## config.mk

```make
export PLATFORM = sky130hd
export DESIGN_NAME = eth_tx_arbiter
export DESIGN_NICKNAME = d
export VERILOG_FILES = /design/src/rtl/eth_tx_pkg.sv /design/src/rtl/eth_tx_arbiter_rr_pick.sv /design/src/rtl/eth_tx_arbiter.sv
export SDC_FILE = /design/constraint.sdc
export NUM_CORES = 1
export LEC_CHECK = 0
export ABC_CLOCK_PERIOD_IN_PS = 2700
export BUFFER_PORTS_ARGS = -buffer_cell sky130_fd_sc_hd__buf_2
export CORE_UTILIZATION = 45
export CTS_BUF_LIST = sky130_fd_sc_hd__clkbuf_8 sky130_fd_sc_hd__clkbuf_16
export CTS_CLUSTER_SIZE = 8
export DETAILED_ROUTE_END_ITERATION = 8
export PLACE_DENSITY = 0.65
export SLEW_MARGIN = 20
export SYNTH_ARGS = -nofsm -noshare
export SYNTH_HDL_FRONTEND = slang
export SYNTH_SLANG_ARGS = --single-unit
```

## constraint.sdc

```tcl
create_clock -name clk -period 2.7 [get_ports clk]
set_input_delay 0.405 -clock clk [delete_from_list [all_inputs] [get_ports clk]]
set_output_delay 0.405 -clock clk [all_outputs]
set_load 0.01 [all_outputs]
```

## src/rtl/eth_tx_pkg.sv

```systemverilog
// Shared Ethernet transmit types and wire-timing constants.
// Pure definitions: no logic, no latency, no flow control.
package eth_tx_pkg;

   typedef enum logic [1:0] {IDLE, GRANT, SEND, GAP} tx_arb_state_t;

   localparam int ETH_IFG_BITS        = 96;
   localparam int ETH_MAX_FRAME_BYTES = 1530;
   localparam int ETH_RMII_BITS       = 2;

   localparam int ETH_IFG_CYCLES = ETH_IFG_BITS / ETH_RMII_BITS;
   // Rounded up to a 256-cycle multiple so a legal max-size frame never trips the watchdog.
   localparam int ETH_MAX_FRAME_CYCLES =
      ((ETH_MAX_FRAME_BYTES * 8 / ETH_RMII_BITS + 255) / 256) * 256;

   function automatic int max3(input int a, input int b, input int c);
      int m;
      m = (a > b) ? a : b;
      return (m > c) ? m : c;
   endfunction

endpackage

```

## src/rtl/eth_tx_arbiter_rr_pick.sv

```systemverilog
// Combinational round-robin pick: lowest requesting index after last_grant, wrapping.
// Zero latency; no flow control (any_req says whether winner is meaningful).
module rr_pick #(
   parameter int NUM_REQ = 2,
   localparam int LW = (NUM_REQ > 1) ? $clog2(NUM_REQ) : 1
) (
   input  logic [NUM_REQ-1:0] req,
   input  logic [LW-1:0]      last_grant,
   output logic [LW-1:0]      winner,
   output logic               any_req
);

   always_comb begin
      logic found;
      int   idx;
      winner  = '0;
      any_req = |req;
      found   = 1'b0;
      idx     = 0;
      for (int k = 1; k <= NUM_REQ; k++) begin
         idx = (int'(last_grant) + k) % NUM_REQ;
         if (!found && req[LW'(idx)]) begin
            winner = LW'(idx);
            found  = 1'b1;
         end
      end
   end

endmodule

```

## src/rtl/eth_tx_arbiter.sv

```systemverilog
// Grants the RMII transmit port to one source at a time, muxes its dibits, enforces IFG.
// Grant and data are one cycle behind their inputs; waiting sources simply hold req.
module eth_tx_arbiter
   import eth_tx_pkg::*;
#(
   parameter int N                = ETH_RMII_BITS,
   parameter int NUM_REQ          = 2,
   parameter int IFG_CYCLES       = ETH_IFG_CYCLES,
   parameter int START_TIMEOUT    = 16,
   parameter int MAX_FRAME_CYCLES = ETH_MAX_FRAME_CYCLES
) (
   input  logic                 clk,
   input  logic                 rst,
   input  logic [NUM_REQ-1:0]   req,
   input  logic [NUM_REQ-1:0]   src_axiiv,
   input  logic [NUM_REQ*N-1:0] src_axiid,
   output logic [NUM_REQ-1:0]   grant,
   output logic                 eth_txen,
   output logic [N-1:0]         eth_txd,
   output logic                 busy,
   output logic                 aborted
);

   localparam int LW = (NUM_REQ > 1) ? $clog2(NUM_REQ) : 1;
   localparam int CW = $clog2(max3(MAX_FRAME_CYCLES, IFG_CYCLES, START_TIMEOUT) + 1);

   tx_arb_state_t      state, state_nxt;
   logic [CW-1:0]      cnt, cnt_nxt;
   logic [LW-1:0]      last_grant, last_grant_nxt;
   logic [LW-1:0]      winner;
   logic               any_req;
   logic [NUM_REQ-1:0] grant_nxt;
   logic               txen_nxt;
   logic [N-1:0]       txd_nxt;
   logic               aborted_nxt;
   logic [N-1:0]       src_dat [NUM_REQ];
   logic               cur_vld, cur_req;
   logic [N-1:0]       cur_dat;

   rr_pick #(.NUM_REQ(NUM_REQ)) u_rr_pick (
      .req        (req),
      .last_grant (last_grant),
      .winner     (winner),
      .any_req    (any_req)
   );

   for (genvar i = 0; i < NUM_REQ; i++) begin : g_src
      assign src_dat[i] = src_axiid[i*N +: N];
   end

   // last_grant doubles as the index of the current owner while granted.
   assign cur_vld = src_axiiv[last_grant];
   assign cur_req = req[last_grant];
   assign cur_dat = src_dat[last_grant];
   assign busy    = (state != IDLE);

   always_comb begin
      state_nxt      = state;
      last_grant_nxt = last_grant;
      grant_nxt      = grant;
      txen_nxt       = 1'b0;
      txd_nxt        = '0;
      aborted_nxt    = 1'b0;
      case (state)
         IDLE: begin
            grant_nxt = '0;
            if (any_req) begin
               grant_nxt[winner] = 1'b1;
               last_grant_nxt    = winner;
               state_nxt         = GRANT;
            end
         end
         GRANT: begin
            if (cur_vld) begin
               txen_nxt  = 1'b1;
               txd_nxt   = cur_dat;
               state_nxt = SEND;
            end else if (!cur_req) begin
               grant_nxt = '0;
               state_nxt = IDLE;
            end else if (cnt == CW'(START_TIMEOUT - 1)) begin
               grant_nxt   = '0;
               aborted_nxt = 1'b1;
               state_nxt   = IDLE;
            end
         end
         SEND: begin
            if (!cur_vld) begin
               grant_nxt = '0;
               state_nxt = GAP;
            end else if (cnt == CW'(MAX_FRAME_CYCLES - 1)) begin
               grant_nxt   = '0;
               aborted_nxt = 1'b1;
               state_nxt   = GAP;
            end else begin
               txen_nxt = 1'b1;
               txd_nxt  = cur_dat;
            end
         end
         GAP: begin
            if (cnt == CW'(IFG_CYCLES - 1)) state_nxt = IDLE;
         end
         default: begin
            grant_nxt = '0;
            state_nxt = IDLE;
         end
      endcase

      if (state_nxt != state || state == IDLE) cnt_nxt = '0;
      else                                     cnt_nxt = cnt + CW'(1);
   end

   always_ff @(posedge clk) begin
      if (rst) begin
         state      <= IDLE;
         cnt        <= '0;
         last_grant <= LW'(NUM_REQ - 1);
         grant      <= '0;
         eth_txen   <= 1'b0;
         eth_txd    <= '0;
         aborted    <= 1'b0;
      end else begin
         state      <= state_nxt;
         cnt        <= cnt_nxt;
         last_grant <= last_grant_nxt;
         grant      <= grant_nxt;
         eth_txen   <= txen_nxt;
         eth_txd    <= txd_nxt;
         aborted    <= aborted_nxt;
      end
   end

endmodule

```

==> qor.yml <==
fin_tns_setup_ns: 0
use_met1: 0.2377
rr_worst_depth: 7
synth_area_leaders: "dfxtp_1 36%, ha_1 7.2%, nor2_1 6.8%, xnor2_1 4.3%, a21oi_1 3.3%"
grt_overflow: 0
period_needed_ns: 2.314
synth_cell_type_count: 37
avgSynthCellArea_um2: 8.642
clock_latency_ns: 0.26
io_pins: 17
power_mw: 0.7092
drc: 0
multiInputGateArea_um2: 725.7
via_count: 1052
whs_endpoint: "eth_txd[1]"
synth.yosys.seq_area_share: 0.3640
p_sw_mw: 0.1919
p_leak_nw: 0.5809
critPathLaunchType: "flop"
netlist_instances: 140
p_int_mw: 0.5173
synth_top_area_share: 0.3640
cp_max_fo: 4
finalHoldViolations: 0
async_reset_ff_frac: 0
relSlewSlack: 0.7031
worst_slew_pin_slew_ns: 0.4444
antenna_found_initial: 0
cts.sinks: 22
worstPathRequired_ns: 2.89
fin_ws_ns: 0.3858
synth_nets: 157
grt_pass1_wl_um: 3774
slew_violations: 0
rsz0062_at_grt: "no"
switching_share: 0.2706
vdd_drop_max_v: 0.0002664
syn_area_um2: 1210
clkSlewWorstSetupHoldPaths_ns: 0.08
hp-class: "input port to flop"
p_clk_frac: 0.332
hp-start: "src_axiid[1]"
cts_buffers: 3
drv_cap: 0
grt_pass1_vias: 895
grt_max_degree: 13
synth_edf_count: 0
rr_endpoint: "grant[0]"
met2_usage: 0.2860
yosys_warnings: 0
seq_area_um2: 440.4
critPathCaptureType: "flop"
fp.dieArea_um2: 2900
rows: 18
outcome: "completed"
seq_power_share: 0.493
start_util: 0.4840
synth_largest_area_cell: "dfxtp_1"
core_um2: 2500
wirelength_um: 2468
fillers: 237
dieWidth_um: 53.85
clock_path_buffers: 2
p_per_area_nw_per_um2: 515.3
antenna_cells: 0
max_freq_mhz: 432.1
gp_congestion: 1.025
cp-startpoint: "cnt[0]"
holdPathStages: 3
busiest_layer: "met2"
cp.arrival_ns: 2.51
cts_tree: "yes"
io_buffers: 16
synth_seq_cells: 22
area_delta_synth_final_pct: 13.75
die_h_um: 53.85
setup_viol: 0
drive_above_1_share: 0.1772
fin_skew_ns: 0.004177
rr_startpoint: "cnt[0]"
nets: 176
wl_per_cell_um: 13.13
grt_usage: 0.1777
ant_nets: 0
synth_ff_type: "dfxtp_1"
root_buffer: "clkbuf_8"
dp_hpwl_um: 1798
drt_iter0_markers: 28
place_ws_ns: 0.2342
crit_type: "flop to flop"
fin_crit_sh: 0.8571
use_met3: 0.03672
power_frac_comb: 0.176
utilization: 0.5506
h-tree-depth: 1
cts.repair.resized: 0
dr.pass1.iters: 4
rrSetupSlack_ns: 0.39
viasPerCell: 5.596
-- metal layers --
metal	up-vias	routed length, um
met2	25	1137
li1	524	-
met4	0	43
met1	497	1200
met3	6	87
met5	-	0
-- worst max path at each step --
| stage | to | slack [ns] | depth (start not counted) |
|---|---|---|---|
| after CTS | cnt[4] | 0.21 | 6 |
| after global routing | grant[0] | 0.29 | 7 |
| final | grant[0] | 0.39 | 7 |
| after floorplan | grant[0] | 0.66 | 7 |
| after detailed placement | cnt[4] | 0.23 | 6 |
| after global placement | cnt[4] | 0.40 | 6 |
-- logic make-up after synthesis --
logic type,Yosys count,synth area share
XOR/XNOR,10,0.07239
multiplexers,5,0.04240
flip-flops,22,0.3640
AO/OA/AOI/OAI,24,0.1520
adder cells (fa/ha/maj),7,0.07239
buffers and inverters,11,0.03619
AND/OR/NAND/NOR,61,0.2606
-- state kept, by name, summed over array words and instances, names as in the netlist --
name and cells:
state 2, aborted 1, eth_txd 2, grant 2
cnt 13, eth_txen 1, last_grant 1
-- Yosys cell counts, types with 2 or more instances --
| cell | count |
|---|---|
| a31oi_1 | 2 |
| or3_1 | 2 |
| nand2_1 | 10 |
| xor2_1 | 4 |
| nand2b_1 | 4 |
| xnor2_1 | 6 |
| nor2_1 | 22 |
| and3_1 | 3 |
| inv_1 | 8 |
| nor4_1 | 2 |
| o21ai_0 | 3 |
| ha_1 | 7 |
| buf_2 | 2 |
| nand3_1 | 7 |
| dfxtp_1 | 22 |
| nor3_1 | 2 |
| a21oi_1 | 8 |
| mux2i_1 | 4 |
| a211o_1 | 2 |
| nand4_1 | 3 |
-- power by group through the flow --
stage	Combinational, mW	Clock (mW)	Sequential [mW]
floorplan	0.0894	0	0.351
global placement	0.117	0	0.356
detailed placement	0.118	0	0.357
CTS	0.120	0.240	0.349
global route	0.136	0.254	0.351
finish	0.124	0.235	0.349
-- per-stage QoR --
| step | hold WS [ns] | instance area [um^2] | instances |
|---|---|---|---|
| global route | 0.4038 | 1376 | 188 |
| detailed placement | 0.4531 | 1314 | 183 |
| finish | 0.3793 | 1376 | 188 |
| CTS | 0.3785 | 1369 | 187 |
| floorplan | 0.4457 | 1210 | 140 |
| global placement | 0.4402 | 1314 | 183 |
-- repair_timing --
item                       4_1_cts  5_1_grt
hold buffers                     0        0
setup endpoints to repair        0        1
buffers inserted                 0        1
-- layout by cell type, fill, tap and decap left out, drive strengths merged, types with 6 or more instances in the layout --
cell type	n
inv	8
dfxtp	22
a21oi	9
nand2	10
ha	7
nand3	7
buf	17
xnor2	6
nor2	22
-- layout make-up --
cell class	count	share of cell area
Inverter	8	0.02182
Multi-Input combinational cell	107	0.5273
Clock buffer	4	0.04000
Sequential cell	22	0.3200
Timing Repair Buffer	17	0.06364
Tap cell	30	0.02727
-- worst max-delay path, stage by stage, from the launching register on --
cell     delay (ns)
dfxtp_1        0.39
ha_1           0.23
nand3_1        0.22
o41ai_4        0.48
o21ai_2        0.09
a211o_1        0.31
or3_1          0.38
a21oi_2        0.16
Note: power is estimated with default switching activity, not from simulation.
